File: src/rtl/pwm_cfg_spi_rx_if.sv
// pwm_cfg_spi_rx_if: SPI pad pins and PWM register-write bus for pwm_cfg_spi_rx.
interface pwm_cfg_spi_rx_if;
  logic sck_i;
  logic csb_i;
  logic mosi_i;
  logic miso_o;
  logic miso_oeb_o;
  logic cfg_valid_o;
  logic cfg_ready_i;
  logic [7:0] cfg_addr_o;
  logic [15:0] cfg_data_o;
  logic overrun_o;
  logic ovr_clr_i;
  logic busy_o;
  modport master (
    input sck_i, csb_i, mosi_i, cfg_ready_i, ovr_clr_i,
    output miso_o, miso_oeb_o, cfg_valid_o, cfg_addr_o, cfg_data_o, overrun_o, busy_o
  );
  modport slave (
    output sck_i, csb_i, mosi_i, cfg_ready_i, ovr_clr_i,
    input miso_o, miso_oeb_o, cfg_valid_o, cfg_addr_o, cfg_data_o, overrun_o, busy_o
  );
endinterface

File: src/rtl/pwm_cfg_spi_rx.sv
// pwm_cfg_spi_rx: SPI mode-0 receiver turning 24-bit frames into PWM register writes.
// Define PWM_CFG_PARITY_EN for 25-bit frames ending in an even-parity bit.
module pwm_cfg_spi_rx #(
  parameter int FRAME_BITS  = 24,
  parameter int SYNC_STAGES = 2
) (
  input logic wb_clk_i,
  input logic wb_rst_i,
  pwm_cfg_spi_rx_if.master bus
);
`ifdef PWM_CFG_PARITY_EN
  localparam int FB = FRAME_BITS + 1;
`else
  localparam int FB = FRAME_BITS;
`endif
  localparam int CW = $clog2(FB + 1);
  typedef enum logic [1:0] {IDLE, SHIFT, DONE} state_t;
  state_t st, nxt;
  logic [SYNC_STAGES-1:0] sck_sy, csb_sy, mosi_sy, live_sy;
  logic sck_s, csb_s, mosi_s, live, sck_d, csb_d, armed;
  logic [4:0] ev_a, ev_b;
  logic rise, fall, cfall, crise, mbit;
  logic [FB-2:0] shreg;
  logic [FB-1:0] frame;
  logic [CW-1:0] cnt;
  logic [7:0] miso_sr;
  logic [FRAME_BITS-1:0] word, buf_q;
  logic valid, ovr, shift_en, complete, par_ok, accept;
  assign sck_s  = sck_sy[SYNC_STAGES-1];
  assign csb_s  = csb_sy[SYNC_STAGES-1];
  assign mosi_s = mosi_sy[SYNC_STAGES-1];
  assign live   = live_sy[SYNC_STAGES-1];
  // armed blocks a csb fall until csb is seen high from the pin, so a frame cut by reset is not resumed
  always_ff @(posedge wb_clk_i) begin
    if (wb_rst_i) begin
      sck_sy  <= '0;
      csb_sy  <= '1;
      mosi_sy <= '0;
      live_sy <= '0;
      sck_d   <= 1'b0;
      csb_d   <= 1'b1;
      armed   <= 1'b0;
      ev_a    <= '0;
      ev_b    <= '0;
    end else begin
      sck_sy  <= {sck_sy[SYNC_STAGES-2:0], bus.sck_i};
      csb_sy  <= {csb_sy[SYNC_STAGES-2:0], bus.csb_i};
      mosi_sy <= {mosi_sy[SYNC_STAGES-2:0], bus.mosi_i};
      live_sy <= {live_sy[SYNC_STAGES-2:0], 1'b1};
      sck_d   <= sck_s;
      csb_d   <= csb_s;
      armed   <= armed | (live & csb_s);
      ev_a    <= {sck_s & ~sck_d, ~sck_s & sck_d, armed & ~csb_s & csb_d, csb_s & ~csb_d, mosi_s};
      ev_b    <= ev_a;
    end
  end
  always_ff @(posedge wb_clk_i) st <= wb_rst_i ? IDLE : nxt;
  always_comb begin
    {rise, fall, cfall, crise, mbit} = ev_b;
    frame    = {shreg, mbit};
    shift_en = st == SHIFT && rise && !crise;
    complete = shift_en && cnt == CW'(FB - 1);
`ifdef PWM_CFG_PARITY_EN
    par_ok = ~^frame;
    word   = frame[FB-1:1];
`else
    par_ok = 1'b1;
    word   = frame;
`endif
    accept = complete && par_ok && (!valid || bus.cfg_ready_i);
    nxt    = crise ? IDLE : (st == IDLE && cfall) ? SHIFT : complete ? DONE : st;
  end
  always_ff @(posedge wb_clk_i) begin
    if (wb_rst_i) begin
      shreg   <= '0;
      cnt     <= '0;
      miso_sr <= '0;
      buf_q   <= '0;
      valid   <= 1'b0;
      ovr     <= 1'b0;
    end else begin
      if (st == IDLE && cfall) begin
        cnt     <= '0;
        miso_sr <= {6'b0, ovr, valid};
      end
      if (shift_en) begin
        shreg <= frame[FB-2:0];
        cnt   <= cnt + CW'(1);
      end
      if (st == SHIFT && fall && !crise) miso_sr <= {miso_sr[6:0], 1'b0};
      if (accept) buf_q <= word;
      valid <= accept | (valid & ~bus.cfg_ready_i);
      ovr   <= (complete & ~accept) | (ovr & ~bus.ovr_clr_i);
    end
  end
  assign bus.miso_o      = miso_sr[7];
  assign bus.miso_oeb_o  = csb_s;
  assign bus.cfg_valid_o = valid;
  assign bus.cfg_addr_o  = buf_q[23:16];
  assign bus.cfg_data_o  = buf_q[15:0];
  assign bus.overrun_o   = ovr;
  assign bus.busy_o      = st != IDLE;
endmodule
File: src/flat_wrapper.sv
// flat-port wrapper written by rule: the top's interface ports become plain ports
module pwm_cfg_spi_rx_flat 
#(
  parameter int FRAME_BITS  = 24,
  parameter int SYNC_STAGES = 2
)
  (wb_clk_i, wb_rst_i, bus_sck_i, bus_csb_i, bus_mosi_i, bus_cfg_ready_i, bus_ovr_clr_i, bus_miso_o, bus_miso_oeb_o, bus_cfg_valid_o, bus_cfg_addr_o, bus_cfg_data_o, bus_overrun_o, bus_busy_o);
  pwm_cfg_spi_rx_if bus_i ();
  input logic wb_clk_i;
  input logic wb_rst_i;
  input wire logic [$bits(bus_i.sck_i)-1:0] bus_sck_i;
  input wire logic [$bits(bus_i.csb_i)-1:0] bus_csb_i;
  input wire logic [$bits(bus_i.mosi_i)-1:0] bus_mosi_i;
  input wire logic [$bits(bus_i.cfg_ready_i)-1:0] bus_cfg_ready_i;
  input wire logic [$bits(bus_i.ovr_clr_i)-1:0] bus_ovr_clr_i;
  output wire logic [$bits(bus_i.miso_o)-1:0] bus_miso_o;
  output wire logic [$bits(bus_i.miso_oeb_o)-1:0] bus_miso_oeb_o;
  output wire logic [$bits(bus_i.cfg_valid_o)-1:0] bus_cfg_valid_o;
  output wire logic [$bits(bus_i.cfg_addr_o)-1:0] bus_cfg_addr_o;
  output wire logic [$bits(bus_i.cfg_data_o)-1:0] bus_cfg_data_o;
  output wire logic [$bits(bus_i.overrun_o)-1:0] bus_overrun_o;
  output wire logic [$bits(bus_i.busy_o)-1:0] bus_busy_o;
  assign bus_i.sck_i = bus_sck_i;
  assign bus_i.csb_i = bus_csb_i;
  assign bus_i.mosi_i = bus_mosi_i;
  assign bus_i.cfg_ready_i = bus_cfg_ready_i;
  assign bus_i.ovr_clr_i = bus_ovr_clr_i;
  assign bus_miso_o = bus_i.miso_o;
  assign bus_miso_oeb_o = bus_i.miso_oeb_o;
  assign bus_cfg_valid_o = bus_i.cfg_valid_o;
  assign bus_cfg_addr_o = bus_i.cfg_addr_o;
  assign bus_cfg_data_o = bus_i.cfg_data_o;
  assign bus_overrun_o = bus_i.overrun_o;
  assign bus_busy_o = bus_i.busy_o;
  pwm_cfg_spi_rx #(.FRAME_BITS(FRAME_BITS), .SYNC_STAGES(SYNC_STAGES)) u_core (.wb_clk_i(wb_clk_i), .wb_rst_i(wb_rst_i), .bus(bus_i));
endmodule
File: config.mk
export PLATFORM = sky130hd
export DESIGN_NAME = pwm_cfg_spi_rx_flat
export DESIGN_NICKNAME = d
export VERILOG_FILES = /design/src/rtl/pwm_cfg_spi_rx_if.sv /design/src/rtl/pwm_cfg_spi_rx.sv /design/src/flat_wrapper.sv
export SDC_FILE = /design/constraint.sdc
export NUM_CORES = 1
export LEC_CHECK = 0
export ABC_AREA = 1
export CAP_MARGIN = 20
export CORE_UTILIZATION = 55
export CTS_BUF_LIST = sky130_fd_sc_hd__clkbuf_16
export CTS_CLUSTER_DIAMETER = 150
export CTS_CLUSTER_SIZE = 24
export DETAILED_ROUTE_END_ITERATION = 6
export GPL_TIMING_DRIVEN = 0
export PLACE_DENSITY = 0.78
export SKIP_CTS_REPAIR_TIMING = 1
export SLEW_MARGIN = 10
export SYNTH_ARGS = -nofsm -noshare
export SYNTH_HDL_FRONTEND = slang
export SYNTH_SLANG_ARGS = --single-unit
File: constraint.sdc
create_clock -name wb_clk_i -period 3.9 [get_ports wb_clk_i]
set_clock_uncertainty 0.15 [all_clocks]
set_input_delay 0.78 -clock wb_clk_i [delete_from_list [all_inputs] [get_ports wb_clk_i]]
set_output_delay 0.78 -clock wb_clk_i [all_outputs]
set_load 0.02 [all_outputs]
Word-level counts from Yosys, hierarchy flattened. Cells that the tools add are included.

Add/sub/neg operators: 1. Equality and inequality tests: 2. Muxes and demuxes: 7. Bitwise logic cells: 19. Reduce and logical (&&, ||, !) cells: 18.

Operators with widths (number): $mux 8 (2); $mux 5 (2); $and 1x1->1 (9); $reduce_bool 2->1 (4); $logic_and 1x1->1 (7); $not 1->1 (7); $add 5x1->5 const B (1); $eq 5x5->1 const B (1); $reduce_or 2->1 (2); $mux 1 (3); $or 1x1->1 (3); $reduce_or 3->1 (1); $eq 2x1->1 const B (1); $logic_not 1->1 (2); $logic_not 2->1 (1); $logic_or 1x1->1 (1).

Flip-flop bits (word level): 85. Input port bits: 7. Output and inout port bits: 29. Word-level logic and storage cells: 66.

Depth between registers and ports, before layout.
Word-level depth: 8. Mapped depth: 8. Gate-level depth less buffers: 7.

Least setup slack after synthesis. OpenSTA, ideal clock, no wires.

Path kind: input port to flip-flop. From: input port bus_cfg_ready_i. To: register u_core.buf_q[15]. Library setup time: 0.110 ns. Arrival time: 1.512 ns. Required time: 3.640 ns. Setup slack: 2.128 ns. Cell stages on the path: 6. Buffers on the path: 1. Cell sequence: inv_1 > nand2_1 > clkbuf_1 > nand4_1 > nand2_1 > nor2_1.

Cells in the longest elaborated chain, start to end: 2.

Ends and longest elaborated chain: from (decl) (line flat_wrapper.sv:14) `input wire logic [$bits(bus_i.cfg_ready_i)-1:0] bus_cfg_ready_i;`; $logic_or 1x1->1 (line pwm_cfg_spi_rx.sv:70) `accept = complete && par_ok && (!valid || bus.cfg_ready_i);`; $logic_and 1x1->1 (line pwm_cfg_spi_rx.sv:70); to (signal assigned) (line pwm_cfg_spi_rx.sv:91) `if (accept) buf_q <= word;`; to (decl) (line pwm_cfg_spi_rx.sv:27) `logic [FRAME_BITS-1:0] word, buf_q;`.

No other way between the ends. A chain may end at the register's enable or synchronous reset.

Worst setup path in the final report.
From: register u_core.st[0]. To: output port bus_busy_o.

Cells in the longest elaborated chain, start to end: 1.

Ends and longest elaborated chain: from (decl) (line pwm_cfg_spi_rx.sv:18) `state_t st, nxt;`; from (signal assigned) (line pwm_cfg_spi_rx.sv:57) `always_ff @(posedge wb_clk_i) st <= wb_rst_i ? IDLE : nxt;`; $reduce_bool 2->1 (line pwm_cfg_spi_rx.sv:102) `assign bus.busy_o = st != IDLE;`; to (decl) (line flat_wrapper.sv:22) `output wire logic [$bits(bus_i.busy_o)-1:0] bus_busy_o;`.

No other way between the ends.

==> PnR_summary.wiki <==
{| class="wikitable"
! Metric !! Value
|-
| Run status || finished, final reports clean
|-
| Final Non-Filler Cells || 562
|-
| Buffer levels on the longest clock path || 2
|-
| Placer Congestion || between 0.7 and 0.8
|-
| Netlist Area Pre-Place || 3280 µm²
|-
| FP Rows || 27
|-
| Critical path's slowest cell || sky130_fd_sc_hd__clkdlybuf4s50_1
|-
| Global-route wire length before repair || between 10000 and 15000 µm
|-
| Synthesized netlist net count || 448
|-
| Via count of the routed design || between 2000 and 3000
|-
| DRC || 0
|-
| Required time at the worst-slack endpoint || 2.97 ns
|-
| Number of setup violations in the final report || 0
|-
| Area growth, synth to finish || 22.0%
|-
| Ratio of cells with drive above 1 in the final layout || 6.53%
|-
| Violation count after the first detailed-route iteration || ~150
|-
| Leak || between 1.5 and 2 nW
|-
| DRT antenna net count || 0
|-
| Fillers || 463
|-
| DR pass1 iterations || 4
|-
| Die Span X || 79.3 µm
|-
| Post-synthesis sequential area ratio || 51.8%
|-
| Number of warnings reported in the yosys synthesis log || 0
|-
| Clock tree from TritonCTS || done
|-
| Critical path class || register to primary output
|-
| H-tree Lvls || 3
|-
| Per-cell via count in the routed design || approximately 4.9
|-
| Timing-limited maximum frequency || around 0.42 GHz
|-
| Minimum setup slack among reg-to-reg paths || 2.13 ns
|-
| Clk Latency, worst-skew pair || about 0.33 ns
|-
| Number of antenna violations at the first check in global routing || 0
|-
| Total of max-cap violations || 0
|-
| Unrepaired setup endpoints after global routing || no
|-
| TNS Setup || 0 ns
|-
| Final HPWL DP || between 4000 and 5000 µm
|-
| Worst ir drop on vdd || 315 µV
|-
| Overall die area || between 6000 and 7000 µm²
|-
| Number of unique standard cell types used by synthesis || 22
|-
| Final slew viol count || 0
|-
| Max-Slew Margin vs Limit || 65.3%
|-
| Sinks on the clock net || 85
|-
| CP Data Arrival Time || 1.43 ns
|-
| Top-level I/O count || 36
|-
| Placed cell count || 547
|-
| Number of buffers inserted during clock tree synthesis || 9
|-
| Minimum clock period || 2.36 ns
|-
| Vertical die dimension || 79.3 µm
|-
| Port bufs || 35
|-
| Worst-path fanout max || 3
|-
| All-Layer GR Usage || 22.8%
|-
| Count of antenna diodes in the layout || 0
|-
| Effective utilization at floorplan || 58.2%
|-
| Number of global-route vias before repair || 2488
|-
| Total detailed-routing wirelength || 6380 µm
|-
| Crit. End Element || primary output
|-
| Pwr/cell area || ~430 nW/µm²
|-
| Largest incremental delay on the critical path || 0.61 ns
|-
| Root Buffer Master || sky130_fd_sc_hd__clkbuf_16
|-
| Commonest cells after routing, fill and taps aside || 96 x sky130_fd_sc_hd__inv_1, 85 x sky130_fd_sc_hd__dfxtp_1, 71 x sky130_fd_sc_hd__nand2_1
|-
| Commonest non-fill, non-tap cell in the layout || sky130_fd_sc_hd__inv_1
|-
| Floorplan Core Area || 5640 µm²
|-
| Critical Path, Cell by Cell || inv_1, nand2_1, clkdlybuf4s50_1
|-
| Final period utilization || between 60 and 70%
|-
| Number of synthesized register bits || 85
|-
| Total global routing overflow || 0
|-
| Syn Area/Cell || 7.46 µm²
|-
| Path type of the worst min-delay path || register to register
|-
| Transition time of the tightest slew-check pin || 0.520 ns
|-
| Routed length per placed instance || 11.4 µm
|-
| Gate count of the mapped netlist || 440
|-
| Maximum number of pins on one net before global-route repair || 14
|-
| Setup crit start kind || register
|-
| Net total in the final layout || 494
|-
| Clk slew on worst S/H paths || 0.06 ns
|-
| Hold Vio Cnt, Final || 0
|}
metrics by stage:
stage	util, %	setup slack, ns	area, µm²	power, mW	hold WS, ns
after floorplan	-	2.13	3280	0.920	0.238
after global placement	66.0	1.44	3720	0.935	0.239
after detailed placement	66.0	1.42	3720	0.936	0.244
after CTS	71.0	1.54	4010	1.74	0.252
after global routing	71.0	1.47	4010	1.78	0.267
final	71.0	1.54	4010	1.73	0.250
cells by family after synthesis:
group | count (synthesis) | synth area share, %
AND/OR/NAND/NOR | 168 | 23.1
flip-flops | 85 | 51.8
AO/OA/AOI/OAI | 66 | 10.2
adder cells (fa/ha/maj) | 1 | 0.381
buffers and inverters | 120 | 14.5
metal layers:
metal	part of all wire [%]	wire (µm)	GRT usage, %	vias up
met4	2.3	144	12.0	0
met5	0	0	0	-
met2	49	3100	38.5	62
met3	4.7	301	4.60	16
li1	-	-	-	1441
met1	44	2840	27.3	1222
synth_stat cells:
cell | n | area (µm²)
sky130_fd_sc_hd__o21bai_1 | 1 | 7.51
sky130_fd_sc_hd__o211ai_1 | 1 | 7.51
sky130_fd_sc_hd__clkbuf_1 | 11 | 41.3
sky130_fd_sc_hd__buf_1 | 2 | 7.51
sky130_fd_sc_hd__nor3_1 | 2 | 10.0
sky130_fd_sc_hd__o21ai_0 | 24 | 120
sky130_fd_sc_hd__nand3_1 | 13 | 65.1
sky130_fd_sc_hd__buf_2 | 8 | 40.0
sky130_fd_sc_hd__ha_1 | 1 | 12.5
sky130_fd_sc_hd__a21oi_1 | 40 | 200
sky130_fd_sc_hd__inv_2 | 2 | 7.51
sky130_fd_sc_hd__nand2_1 | 71 | 267
sky130_fd_sc_hd__inv_1 | 95 | 357
sky130_fd_sc_hd__dfxtp_1 | 85 | 1700
sky130_fd_sc_hd__nand3b_1 | 1 | 7.51
sky130_fd_sc_hd__nand3_4 | 1 | 17.5
sky130_fd_sc_hd__or2_2 | 4 | 25.0
sky130_fd_sc_hd__nor2_4 | 2 | 22.5
sky130_fd_sc_hd__buf_6 | 2 | 22.5
sky130_fd_sc_hd__nor2_1 | 47 | 176
sky130_fd_sc_hd__nand4_1 | 26 | 163
sky130_fd_sc_hd__nand2_2 | 1 | 6.26
worst paths after layout:
path | from | endpoint | cells after the start
max reg2reg | u_core.cnt[0]$_SDFFE_PP0P_ | u_core.buf_q[16]$_SDFFE_PP0P_ | 7
min | u_core.ev_a[1]$_SDFF_PP0_ | u_core.ev_b[1]$_SDFF_PP0_ | 2
min reg2reg | u_core.ev_a[1]$_SDFF_PP0_ | u_core.ev_b[1]$_SDFF_PP0_ | 2
max | u_core.st[0]$_SDFFE_PP0P_ | bus_busy_o | 3
cell type report:
cell class              instances  area, µm²  share of cell area (%)
clock inverters                 6       56.3                    1.41
multi-input cells             235       1110                    27.6
inverters                      97        364                    9.09
clock buffers                   9        225                    5.62
flip-flops and latches         85       1700                    42.5
repair buffers                 35        350                    8.74
well taps                      72       90.1                    2.25
plain buffers                  23        111                    2.78
registers in the layout, summed over array words and instances (netlist names):
register,cells
u_core.buf_q,24
u_core.shreg,23
u_core.miso_sr,8
u_core.cnt,5
u_core.ev_a,5
u_core.ev_b,5
u_core.csb_sy,2
u_core.live_sy,2
u_core.mosi_sy,2
u_core.sck_sy,2
u_core.st,2
u_core.armed,1
u_core.bus.cfg_valid_o,1
u_core.bus.overrun_o,1
u_core.csb_d,1
u_core.sck_d,1
worst max-delay path: cells and delay by family (launching register included):
kind                   cells  cell delay (ns)
buffers and inverters      2             0.68
and+or+nand+nor            1             0.07
DFF                        1             0.35
power breakdown:
part	leakage, nW	switching (mW)	total [mW]	internal, mW
registers	0.687	0.00227	0.878	0.875
logic	0.820	0.0234	0.0381	0.0147
clock network	0.134	0.326	0.811	0.485
(Power assumes the default switching activity.)
==> RTL change, RTL diff (config.mk and constraints unchanged) <==
`FRAME_BITS` is set to 24 in 2 places; all go to 32.
--- a/src/rtl/pwm_cfg_spi_rx.sv
+++ b/src/rtl/pwm_cfg_spi_rx.sv
@@ -3,3 +3,3 @@
 module pwm_cfg_spi_rx #(
-  parameter int FRAME_BITS  = 24,
+  parameter int FRAME_BITS  = 32,
   parameter int SYNC_STAGES = 2
--- a/src/flat_wrapper.sv
+++ b/src/flat_wrapper.sv
@@ -3,3 +3,3 @@
 #(
-  parameter int FRAME_BITS  = 24,
+  parameter int FRAME_BITS  = 32,
   parameter int SYNC_STAGES = 2
Check against the original RTL: no difference found for any inputs over 10 cycles, from zero or initial values and one cycle with wb_rst_i high; that may be too few to reach the edited logic, so the function may still have changed.
==> RTL change against the original RTL <==
- cell area is 4.6% lower
- clock power is 4.4% lower
- synthesized area is 5.1% lower
- setup slack worse by 16 ps
- sequential cell count is 1 higher
- first-iteration DRC count is 9.2% higher
- wire length is 1.4% lower
- critical endpoint unchanged
- sequential share of layout area is 2.6 points higher
- power is 1.8% lower
==> RTL change: results (changes against the original RTL) <==
Layout
  – Multi-Input Combinational: 240 (+2.1%)
  – Post-route cell area: 3820 µm² (-4.6%)
  – Multi-input gate area: 1130 µm² (+2.0%)
  – Post-layout net count: 427 (-14%)
  – Share of cells above drive strength 1: 10.1% (+3.6 points)
  – Inverters: 25 (-74%)
  – Sequential share of cell area: 45.0% (+2.6 points)
  – Fillcell total: 452 (-2.4%)

Placed design
  – RD Place Congestion: 0.744 (-5.2%)
  – Buffers on Ports: 34 (-2.9%)
  – Instance area at placement: 3550 µm² (-4.8%)
  – DP Wirelength: 4100 µm (-4.9%)

Critical path
  – Flop2flop setup slack: 2220 ps (+90 ps)
  – CP arrival: 1450 ps (+20 ps)

Min path
  – HP Start: u_core.live_sy[0]$_DFF_P_

Global routing
  – Vias in the first global route: 2319 (-6.8%)
  – Grt met3 use: 5.48% (+0.88 points)
  – GRT Total Usage: 22.5% (-0.35 points)
  – Met2 Track Usage GR: 35.0% (-3.6 points)

Yosys
  – Netlist cell types: 24 (+9.1%)
  – Post-synthesis net count: 382 (-15%)
  – Post-synth top cells: dfxtp_1 (86), nor2_1 (71), nand2_1 (59)
  – Sequential area share after synthesis: 55.3% (+3.5 points)

Power
  – Power Combinational: 32.4 µW (-15%)
  – P_clk: 775 µW (-4.4%)

Routing
  – DR WL met2: 3050 µm (-1.5%)
  – Via Count: 2574 (-6.1%)
  – Total Routed Length: 6300 µm (-1.4%)
  – WL met3: 293 µm (-2.7%)

Timing
  – FMAX: 421 MHz (-0.67%)
  – Relative slew slack: 64.0% (-1.4 points)

Outcome
  – Status: complete, no violations
[RTL change: changes by cell type after synthesis, moves of 2 or more]
cell / delta
nand4_1: -2
nand2_1: -12
inv_1: -72
buf_2: -4
nand3_1: -10
buf_6: +7
clkbuf_1: -3
nor2_1: +24
nor2_4: -2
nor2_2: +3
nand3_2: +2
[RTL change: cells by family (layout without fill, tap and decap cells)]
family	count (synthesis)	count (layout)	share of synthesized area, %
and+or+nand+nor	170	170	24.5
adders and majority gates	1	1	0.402
DFF	86	86	55.3
buffers and inverters	48	98	8.47
AOI/OAI and AO/OA	69	69	11.3
[RTL change: stage by stage]
step,std cells,total power [mW]
3_5_place_dp,480,0.940
5_1_grt,496,1.75
4_1_cts,496,1.71
6_report,496,1.70
2_1_floorplan,374,0.926
3_3_place_gp,480,0.939
[RTL change: worst max-delay path, cell delays in order, from the launching register on]
cell             delay, ps
dfxtp_1                370
inv_1                   80
nand2_1                 70
clkdlybuf4s50_1        590
